$ cat src/rtl/bitty_p_pkg.sv
// Shared encodings and field-layout helpers for the parametrised bitty core.
package bitty_p_pkg;

  typedef enum logic [1:0] {
    FMT_RR  = 2'b00,
    FMT_RI  = 2'b01,
    FMT_RS2 = 2'b10,
    FMT_RS3 = 2'b11
  } fmt_e;

  typedef enum logic [2:0] {
    OP_ADD = 3'd0,
    OP_SUB = 3'd1,
    OP_AND = 3'd2,
    OP_OR  = 3'd3,
    OP_XOR = 3'd4,
    OP_SHL = 3'd5,
    OP_SHR = 3'd6,
    OP_CMP = 3'd7
  } op_e;

  localparam logic [1:0] CMP_EQ = 2'd0;
  localparam logic [1:0] CMP_GT = 2'd1;
  localparam logic [1:0] CMP_LT = 2'd2;

  typedef enum logic [1:0] {
    IDLE   = 2'd0,
    LOAD_S = 2'd1,
    EXEC   = 2'd2,
    WB     = 2'd3
  } state_e;

  localparam int FMT_LSB = 0;
  localparam int OP_LSB  = 2;
  localparam int RSV_BIT = 5;
  localparam int SRC_LSB = 6;

  function automatic int ridx_w(int num_regs);
    return (num_regs <= 2) ? 1 : $clog2(num_regs);
  endfunction

  function automatic int src_w(int num_regs, int imm_w);
    return (ridx_w(num_regs) > imm_w) ? ridx_w(num_regs) : imm_w;
  endfunction

  function automatic int instr_w(int num_regs, int imm_w);
    return SRC_LSB + src_w(num_regs, imm_w) + ridx_w(num_regs);
  endfunction

  // Both reserved formats have the upper fmt bit set.
  function automatic logic fmt_illegal(logic [1:0] fmt);
    return fmt[1];
  endfunction

endpackage

$ cat src/rtl/bitty_alu_p.sv
// Combinational bitty ALU: result plus carry/borrow/shifted-out bit.
module bitty_alu_p
  import bitty_p_pkg::*;
#(
  parameter int DATA_W = 16
) (
  input  op_e               op,
  input  logic [DATA_W-1:0] a,
  input  logic [DATA_W-1:0] b,
  output logic [DATA_W-1:0] y,
  output logic              co
);

  localparam int SH_W = $clog2(DATA_W);

  logic [SH_W-1:0] sh;
  logic [DATA_W:0] sum, dif, shl, shr;

  assign sh  = b[SH_W-1:0];
  assign sum = {1'b0, a} + {1'b0, b};
  assign dif = {1'b0, a} - {1'b0, b};
  // One spare bit on the far side catches the last bit shifted out.
  assign shl = {1'b0, a} << sh;
  assign shr = {a, 1'b0} >> sh;

  always_comb begin
    y  = '0;
    co = 1'b0;
    case (op)
      OP_ADD: begin y = sum[DATA_W-1:0]; co = sum[DATA_W]; end
      OP_SUB: begin y = dif[DATA_W-1:0]; co = dif[DATA_W]; end
      OP_AND: y = a & b;
      OP_OR:  y = a | b;
      OP_XOR: y = a ^ b;
      OP_SHL: begin y = shl[DATA_W-1:0]; co = shl[DATA_W]; end
      OP_SHR: begin y = shr[DATA_W:1];   co = shr[0];      end
      OP_CMP: begin
        if (a == b)     y = DATA_W'(CMP_EQ);
        else if (a > b) y = DATA_W'(CMP_GT);
        else            y = DATA_W'(CMP_LT);
      end
      default: y = '0;
    endcase
  end

endmodule

$ cat src/rtl/bitty_core_p.sv
// Parametrised bitty execution core: 4-state run/load/exec/write-back FSM.
// Optional flags output enabled by defining BITTY_FLAGS_EN.
module bitty_core_p
  import bitty_p_pkg::*;
#(
  parameter int DATA_W   = 16,
  parameter int NUM_REGS = 8,
  parameter int IMM_W    = 7,
  localparam int RIDX_W  = ridx_w(NUM_REGS),
  localparam int INSTR_W = instr_w(NUM_REGS, IMM_W)
) (
  input  logic                         clk,
  input  logic                         reset,
  input  logic                         run,
  input  logic [INSTR_W-1:0]           instruction,
  output logic                         busy,
  output logic                         done,
  output logic                         illegal,
  output logic [1:0]                   flags,
  output logic [NUM_REGS*DATA_W-1:0]   reg_dbg
);

  state_e state, state_nx;
  logic   ld_ir;

  logic [INSTR_W-1:0]               ir;
  logic [NUM_REGS-1:0][DATA_W-1:0]  regs;
  logic [DATA_W-1:0]                s_q, c_q, b_op, alu_y;
  logic                             alu_co;

  logic [1:0]        fmt;
  op_e               op;
  logic [RIDX_W-1:0] rx, ry;
  logic [IMM_W-1:0]  imm;
  logic              bad;
  logic              unused_rsv;

  assign fmt        = ir[FMT_LSB +: 2];
  assign op         = op_e'(ir[OP_LSB +: 3]);
  assign rx         = ir[INSTR_W-1 -: RIDX_W];
  assign ry         = ir[SRC_LSB +: RIDX_W];
  assign imm        = ir[SRC_LSB +: IMM_W];
  assign bad        = fmt_illegal(fmt);
  assign unused_rsv = ir[RSV_BIT];

  assign b_op = (fmt == FMT_RR) ? regs[ry] : DATA_W'(imm);

  bitty_alu_p #(.DATA_W(DATA_W)) u_alu (
    .op (op),
    .a  (s_q),
    .b  (b_op),
    .y  (alu_y),
    .co (alu_co)
  );

  always_ff @(posedge clk) begin
    if (reset) state <= IDLE;
    else       state <= state_nx;
  end

  always_comb begin
    state_nx = state;
    ld_ir    = 1'b0;
    case (state)
      IDLE: if (run) begin
        state_nx = LOAD_S;
        ld_ir    = 1'b1;
      end
      LOAD_S:  state_nx = EXEC;
      EXEC:    state_nx = WB;
      WB:      state_nx = IDLE;
      default: state_nx = IDLE;
    endcase
  end

  // Illegal formats still flow through EXEC; only the commit is suppressed.
  always_ff @(posedge clk) begin
    if (reset) begin
      ir      <= '0;
      regs    <= '0;
      s_q     <= '0;
      c_q     <= '0;
      done    <= 1'b0;
      illegal <= 1'b0;
    end else begin
      done    <= 1'b0;
      illegal <= 1'b0;
      if (ld_ir)           ir  <= instruction;
      if (state == LOAD_S) s_q <= regs[rx];
      if (state == EXEC)   c_q <= alu_y;
      if (state == WB) begin
        done    <= 1'b1;
        illegal <= bad;
        if (!bad) regs[rx] <= c_q;
      end
    end
  end

`ifdef BITTY_FLAGS_EN
  logic       c_co;
  logic [1:0] flags_q;

  always_ff @(posedge clk) begin
    if (reset) begin
      c_co    <= 1'b0;
      flags_q <= 2'b00;
    end else begin
      if (state == EXEC)        c_co    <= alu_co;
      if (state == WB && !bad)  flags_q <= {c_co, (c_q == '0)};
    end
  end

  assign flags = flags_q;
`else
  logic unused_co;
  assign unused_co = alu_co;
  assign flags     = 2'b00;
`endif

  assign busy    = (state != IDLE);
  assign reg_dbg = regs;

endmodule

$ cat config.mk
export PLATFORM = sky130hd
export DESIGN_NAME = bitty_core_p
export DESIGN_NICKNAME = d
export VERILOG_FILES = /design/src/rtl/bitty_p_pkg.sv /design/src/rtl/bitty_alu_p.sv /design/src/rtl/bitty_core_p.sv
export SDC_FILE = /design/constraint.sdc
export NUM_CORES = 1
export LEC_CHECK = 0
export CAP_MARGIN = 5
export CORE_MARGIN = 2
export CORE_UTILIZATION = 31
export CTS_CLUSTER_SIZE = 25
export DETAILED_ROUTE_END_ITERATION = 8
export PLACE_DENSITY_LB_ADDON = 0.08
export SLEW_MARGIN = 10
export SYNTH_ARGS = -nofsm -noshare
export SYNTH_HDL_FRONTEND = slang
export SYNTH_SLANG_ARGS = --single-unit
$ cat constraint.sdc
create_clock -name clk -period 9.6 [get_ports clk]
set_clock_uncertainty 0.05 [all_clocks]
set_input_delay 1.44 -clock clk [delete_from_list [all_inputs] [get_ports clk]]
set_output_delay 1.44 -clock clk [all_outputs]
set_load 0.03 [all_outputs]
After elaboration in Yosys (flattened, before gate mapping). Cells that the tools add are included.

Register bits after elaboration: 180. Bits of input ports: 19. Word-level logic and storage cells: 62.

$add $sub $neg: 2. Order comparisons: 4. Equal/unequal tests: 12. Shift-type cells: 2. Mux-type cells: 16. Bitwise gates (word level): 5. Reduce and logical (&&, ||, !) cells: 7.

Operators with widths (number): bitwise mux 128 bit (1); case mux 16 bit (8 select lines) (1); binary-select mux 16 bit (select 3 bit) (2); 2-to-1 mux 16 bit (5); demux 16 bit (select 3 bit) (1); >> shifter 17 x 4 -> 17 bit (1); adder 16 bit (1); AND 16 bit (1); equality test 16 bit (1); > comparator 16 bit (1); OR 16 bit (1); << shifter 16 x 4 -> 16 bit (1); subtractor 16 bit (1); bitwise XOR 16 bit (1); equality test 3 bit (second input constant) (4); less-than comparator 3 x 4 -> 1 bit (second input constant) (2); case mux 2 bit (4 select lines) (1); equality test 3 x 2 -> 1 bit (second input constant) (2); equality test 2 bit (second input constant) (2); zero test 2 bit (2); 2-to-1 mux 2 bit (2); equality test 3 x 1 -> 1 bit (second input constant) (1); greater-or-equal comparator 3 x 1 -> 1 bit (second input constant) (1); zero test 3 bit (1); other kinds (8) (11).

Longest topological paths before layout. Gate-level depths: netlist (run 1).

Depth after elaboration: 7. Gate-level depth with buffers: 18.

Modules after synthesis. A second synthesis (run 1) with hierarchy kept.

Cells, all modules: 1583. Area, all modules: 12792.3 um^2.

Modules (own cells, without submodules): bitty_core_p (times used 1, cells each 1028, area an instance 8982.4 um^2, sequential area each 3583.4 um^2); bitty_alu_p (times used 1, cells each 555, area an instance 3809.9 um^2, sequential area each 0.0 um^2).

Least setup slack after synthesis (run 1). OpenSTA, ideal clock, no wires.

Kind: reg-to-reg. Start: register ir[6]. End: register c_q[15]. Setup time: 79 ps. Arrival: 3889 ps. Data required time: 9471 ps. Setup slack: 5582 ps. Stages on the path, launching flop included: 16. Path buffers: 3. Period minus slack after synthesis: 4018 ps. Cells stage by stage: dfxtp_1 -> buf_2 -> buf_2 -> buf_2 -> mux4_2 -> mux2_2 -> nand2_1 -> ha_1 -> inv_1 -> a2111o_1 -> a31o_2 -> a21o_1 -> a211oi_1 -> xnor2_1 -> or3b_2 -> o211ai_1.

Word-level cells in the longest chain between the ends: 5.

RTL lines: start: declaration (line bitty_core_p.sv:26) `logic [INSTR_W-1:0] ir;`; start signal: assignment (line bitty_core_p.sv:88) `if (ld_ir) ir <= instruction;`; binary-select mux 16 bit (select 3 bit) (line bitty_core_p.sv:46) `assign b_op = (fmt == FMT_RR) ? regs[ry] : DATA_W'(imm);`; 2-to-1 mux 16 bit (implied by the code) (line bitty_core_p.sv:46); 2-to-1 mux 16 bit * (line bitty_core_p.sv:46); subtractor 16 bit, or another cell as far along (line bitty_alu_p.sv:21) `assign dif = {1'b0, a} - {1'b0, b};`; case mux 16 bit (8 select lines) * (line bitty_alu_p.sv:29) `case (op)`; end signal: assignment (line bitty_core_p.sv:90) `if (state == EXEC) c_q <= alu_y;`; end: declaration (line bitty_core_p.sv:28) `logic [DATA_W-1:0] s_q, c_q, b_op, alu_y;`.

Mark *: on every way between the ends. The rest lies on a longest branch, timed or not. The select of a mux whose other input is x is not followed. A chain may end at the register's enable or synchronous reset.

Worst setup path after layout (run 1).
Start: register ir[6]. End: register c_q[13].

The elaborated chain is that of the path after synthesis.

==> summary.txt, run 1 <==
Run status
  • Outcome: completed

STA
  • Slew of the pin with the lowest slew margin: 1.167 ns
  • Hold Fails Final Rpt: 0
  • Final min period: 5.225 ns
  • Setup tns final: 0 ns
  • Fin. max-slew vios: 0
  • Endpoints failing setup: 0
  • RSZ-0062 raised after global routing: false
  • Rel. slew slack: ~22%
  • Highest Clock Rate: 0.1914 GHz
  • Fin Hold WS: 0.4056 ns
  • Final period utilization: between 50% and 60%

Synthesis
  • Post-synth cell types: 73
  • Top FF cell, synth: dfxtp_1
  • Synthesized area: 0.01208 mm2
  • Top-count cell post-synth: nand2_1
  • Synth async-reset ratio: 0%
  • Synth Instances: 1,462
  • Mean post-synth cell area: 8.262 um2
  • Synth top area cells: dfxtp_1 (30%), mux4_2 (11%), nand2_1 (9.6%), a21oi_1 (7.7%), mux2i_1 (6.7%)
  • Post-synth EDFFs: 0
  • Area leader, netlist: dfxtp_1
  • Top-area cell type share of the netlist area: 29.67%
  • Yosys warning total: 0
  • Sequential share of the synthesized area: 29.67%
  • Post-synth top cells: nand2_1 (309), a21oi_1 (187), dfxtp_1 (179)
  • #FFs+latches synth: 179

Worst setup path
  • CP cell instances: buf_4 > mux4_2 > o21ai_0 > o21a_1 > inv_2 > ha_1 > a211oi_1 > o21ai_0 > o211ai_1 > a31oi_1 > a21oi_1 > xnor2_1 > a22o_1 > o221a_2
  • Reg2reg path depth: 14
  • Crit path launch type: flop
  • Worst reg2reg path endpoint: c_q[13]$_SDFFE_PP0P_
  • Levels on crit path: 14
  • CP delay by family, top: compound AO/OA/AOI/OAI gates
  • Type of the worst setup path: reg2reg
  • Most frequent cell on the critical path: o21ai_0
  • Worst stage delay on the critical path: 0.78 ns
  • R2R Setup Slk: 4.37 ns
  • Critical Path RT: 9.88 ns
  • Critical Path AT: 5.50 ns
  • Max FO, Critical Path: 35
  • Critical path buffers and inverters: 2
  • R2R Path Start: ir[6]$_SDFFE_PP0P_
  • CP max-delay cell: o21a_1
  • Crit. End Element: flop
  • Worst Setup SP: ir[6]$_SDFFE_PP0P_

Clocking
  • Insertion delay to the later sink of the worst-skew pair: 0.43 ns
  • Total CTS buffers: 17
  • TritonCTS clock tree: built
  • Post_cts resized: 0
  • Post-CTS Setup Inserts: 0
  • Clk sinks: 179
  • Clock Pin Slew Worst Setup and Hold Paths: about 0.070 ns
  • Max clock buf depth: 2
  • Root buf cell: clkbuf_16
  • Hold Buf Count CTS: 0
  • H-tree depth: 4

Route
  • Vias: 11,385
  • Vias per inst: 5.524
  • Wire per inst: between 20 and 25 um
  • WL final: between 40,000 and 50,000 um
  • Starting DRT DRC Count: roughly 1,000
  • ANT nets after route: 0
  • DRT Pass-1 Iters: 6
  • Remaining DRCs: 0

Worst hold path
  • Worst Hold Depth: 2
  • HP Start: ir[9]$_SDFFE_PP0P_
  • Min-delay worst type: reg2reg
  • Worst hold path endpoint: ir[9]$_SDFFE_PP0P_

Run
  • Max-cap violations: 0

Floorplan
  • Die width: 201.4 um
  • Die H: 201.4 um
  • Initial core utilization: a little under a third
  • Io pins: 152
  • DIE AREA: 0.04056 mm2
  • Row count: 72
  • Core Region: 0.03856 mm2

Final layout
  • Share of cells above drive strength 1: a little over a tenth
  • Area delta synth->final: 19.62%
  • Antenna diodes: 0
  • Fin cells: ~2,100
  • Core Util, Final: 37.47%
  • Nets: 1,608

Power
  • VDD IR max: 0.00009434 V
  • Pleak: approximately 4.8 nW
  • Power Density: 204.8 mW/mm2

GRT
  • Initial antenna violation count: 0
  • Largest net degree at the start of global routing: just over 70
  • GR Overflow Total: 0
  • Vias in the first global route: 11,053
  • Total GRT Usage: 24.15%
  • Global-route wire length before repair: 73,620 um

Place
  • RePlAce Congestion: around 0.93
  • Cell count after placement: around 2,000
  • Port Buf Inserts: 148
  • DPL Wire Length: 34,360 um
## power by group
part	switching, W	internal [W]
logic	0.000811	0.000482
registers	0.000171	0.000804
clock network	0.000320	0.000371
## state kept, by name, summed over array words and instances (netlist names)
signal,count
c_q,16
done,1
illegal,1
ir,15
reg_dbg,128
s_q,16
state,2
## layout make-up
| class | count | area (um2) |
|---|---|---|
| Sequential cell | 179 | 3587 |
| Timing Repair Buffer | 169 | 1640 |
| Clock inverter | 10 | 100.1 |
| Tap cell | 518 | 648.1 |
| Inverter | 56 | 215.2 |
| Fill cell | 4044 | 24110 |
| Multi-Input combinational cell | 1109 | 7801 |
| Clock buffer | 20 | 456.7 |
## logic make-up (layout without fill, tap and decap cells)
group,Yosys count,in the layout,synth area share [%]
DFF,179,179,29.67
other,1,2,0.03105
adders and majority gates,57,57,6.029
xor gates and xnor gates,18,18,1.305
buffers and inverters,175,255,6.174
muxes,161,161,19.95
AOI/OAI and AO/OA,369,369,19.54
and+or+nand+nor,502,502,17.31
## layer usage
metal | GRT usage, % | part of all wire, %
met1 | 35.02 | 47
met2 | 38.30 | 45
met3 | 3.385 | 6.0
met4 | 4.701 | 1.3
met5 | 0 | 0
## worst min-delay path: cells and delay by family (launching register included)
family | cells | cell delay (ns)
AO/OA/AOI/OAI | 1 | 0.05
flip-flops | 1 | 0.31
AND/OR/NAND/NOR | 1 | 0.05
## metrics by stage
stage          setup slack (ns)  power, W  cell area [um2]
2_1_floorplan             5.582  0.001847            12080
5_1_grt                   4.081  0.003130            14450
3_3_place_gp              4.419  0.002274            13890
3_5_place_dp              4.516  0.002267            13890
4_1_cts                   4.489  0.002965            14450
6_report                  4.375  0.002960            14450
## worst max path at each step
stage / slack (ns) / end
2_1_floorplan: 5.58 / c_q[15]$_SDFFE_PP0P_
3_3_place_gp: 4.42 / c_q[13]$_SDFFE_PP0P_
3_5_place_dp: 4.52 / c_q[13]$_SDFFE_PP0P_
4_1_cts: 4.49 / c_q[13]$_SDFFE_PP0P_
5_1_grt: 4.08 / c_q[13]$_SDFFE_PP0P_
6_report: 4.37 / c_q[13]$_SDFFE_PP0P_
## cells in the final DEF (no fill, tap or decap), types with 20 or more instances in the layout
cell type        instances
o21ai_0                 38
a211oi_1                30
buf_4                   21
mux4_2                  61
a21oi_1                187
nand2_1                309
clkdlybuf4s50_1        147
nor2_1                  93
inv_1                   53
nor3_1                  20
dfxtp_1                176
mux2i_1                 81
ha_1                    55
No activity file was read; power rests on OpenSTA's default activity.
==> inputs of run 2 (changes only) <==
==> constraint.sdc (replaced) <==
create_clock -name clk -period 5.2 [get_ports clk]
set_clock_uncertainty 0.05 [all_clocks]
set_input_delay 0.78 -clock clk [delete_from_list [all_inputs] [get_ports clk]]
set_output_delay 0.78 -clock clk [all_outputs]
set_load 0.03 [all_outputs]
==> run 2 against run 1 <==
Critical path depth increased by 1. Worst hold slack improved by 0.0029 ns. Clock-buffer cell count decreased by 1. Clock power increased by 79%. Flip-flop and latch count unchanged. Sequential share of layout area decreased by 0.098 points. Setup slack got worse by 3.6 ns.
==> summary.txt, run 2 (synthesized netlist as in run 1, its figures left out) <==
Run status
  • Outcome: completed

Worst setup path
  • Critical Path AT: 4.71 ns
  • Crit. End Element: flop
  • Crit path launch type: flop
  • Critical Path RT: 5.48 ns
  • Max FO, Critical Path: 17
  • Type of the worst setup path: reg2reg

Final layout
  • Final Instance Area: 0.01451 mm2
  • Nets: 1,616
  • Commonest non-fill, non-tap cell in the layout: nand2_1
  • Most frequent cells in the layout: nand2_1 (309), a21oi_1 (187), dfxtp_1 (176), clkdlybuf4s50_1 (147), nor2_1 (93)
  • Largest register FFs: 128
  • Share of cells above drive strength 1: a little under an eighth
  • Core Util, Final: 37.62%
  • Fill count: 4,030
  • Area delta synth->final: 20.10%

STA
  • Hold Fails Final Rpt: 0
  • Fin. max-slew vios: 0
  • Final period utilization: roughly 85%
  • Final min period: 4.422 ns
  • Rel. slew slack: 26.24%
  • Setup tns final: 0 ns
  • Highest Clock Rate: 0.2261 GHz
  • Endpoints failing setup: 0
  • RSZ-0062 raised after global routing: false
  • Slew of the pin with the lowest slew margin: 1.106 ns

Floorplan
  • Io pins: 152
  • Die width: 201.4 um
  • DIE AREA: 0.04056 mm2
  • Core Region: 0.03856 mm2
  • Die H: 201.4 um
  • Row count: 72
  • Initial core utilization: a little under a third

GRT
  • Initial antenna violation count: 0
  • Global-route wire length before repair: 74,030 um
  • Vias in the first global route: 11,191
  • Largest net degree at the start of global routing: 90
  • GR Overflow Total: 0
  • Total GRT Usage: 24.24%

Clocking
  • Insertion delay to the later sink of the worst-skew pair: 0.43 ns
  • Max clock buf depth: 2
  • Clock Pin Slew Worst Setup and Hold Paths: 0.07 ns
  • TritonCTS clock tree: built
  • H-tree depth: 4
  • Post-CTS Setup Inserts: 0
  • Post_cts resized: 0
  • Total CTS buffers: 17
  • Hold Buf Count CTS: 0
  • Clk sinks: 179
  • Root buf cell: clkbuf_16

Route
  • DRT Pass-1 Iters: 6
  • Starting DRT DRC Count: 814
  • Vias per inst: ~5.5
  • WL final: 49,630 um
  • Remaining DRCs: 0
  • Vias: approximately 11,000
  • ANT nets after route: 0
  • Wire per inst: 23.97 um

Place
  • Port Buf Inserts: between 100 and 150
  • DPL Wire Length: 35,590 um
  • RePlAce Congestion: ~0.90
  • Post-Place Cell Area: between 0.01 and 0.015 mm2

Power
  • Total power: 0.005434 W
  • Pleak: 4.872 nW
  • VDD IR max: 0.0001592 V
  • Power Density: 374.6 mW/mm2

Run
  • Max-cap violations: 0

Worst hold path
  • Min-delay worst type: reg2reg
[run 2: path summary, 6_finish.rpt]
check / startpoint / end / slack (ns) / depth (start not counted)
worst max-delay path: ir[1]$_SDFFE_PP0P_ / c_q[14]$_SDFFE_PP0P_ / 0.78 / 15
worst min register to register: ir[9]$_SDFFE_PP0P_ / ir[9]$_SDFFE_PP0P_ / 0.41 / 2
worst min-delay path: ir[9]$_SDFFE_PP0P_ / ir[9]$_SDFFE_PP0P_ / 0.41 / 2
worst max register to register: ir[1]$_SDFFE_PP0P_ / c_q[14]$_SDFFE_PP0P_ / 0.78 / 15
[run 2: power by group]
| group | switching, W | leakage, nW | internal (W) |
|---|---|---|---|
| Clock | 0.000605 | 0.254 | 0.000632 |
| Combinational | 0.00144 | 3.17 | 0.000901 |
| Sequential | 0.000371 | 1.45 | 0.00148 |
[run 2: through the flow]
stage                     setup WS [ns]  hold slack (ns)  instances
final                            0.7775           0.4085       2071
after global routing             0.4328           0.4494       2070
after CTS                        0.8052           0.4135       2070
after detailed placement         0.8468           0.4020       2039
after global placement           0.8292           0.4005       2039
after floorplan                   1.182           0.3817       1463
[run 2: worst max-delay path, cell delays in order (launching register included)]
cell and delay (ns):
dfxtp_1 0.78, nor3_1 0.17, a22o_1 0.29, a21o_1 0.23, inv_4 0.24, ha_1 0.30, inv_1 0.08, fa_1 0.45
nor2b_1 0.17, o31a_1 0.22, o211ai_1 0.16, a211oi_1 0.40, o211ai_1 0.21, a21oi_1 0.17, o21ai_0 0.11, a311oi_1 0.28
[run 2: cell type report]
| cell class | instances | area (um2) | area share (%) |
|---|---|---|---|
| clock inverter | 12 | 96.34 | 0.6641 |
| antenna | 1 | 2.502 | 0.01725 |
| tap | 518 | 648.1 | 4.468 |
| sequential | 179 | 3587 | 24.73 |
| timing repair buffer | 177 | 1713 | 11.81 |
| clock buffer | 19 | 442.9 | 3.053 |
| inverter | 56 | 215.2 | 1.484 |
| multi-input combinational | 1109 | 7801 | 53.78 |
[run 2: layer usage]
metal	vias up	track usage, %	part of all wire, %
li1	5347	-	-
met1	5606	33.86	47
met2	366	39.89	46
met3	45	2.705	5.0
met4	0	6.066	2.0
met5	-	0	0
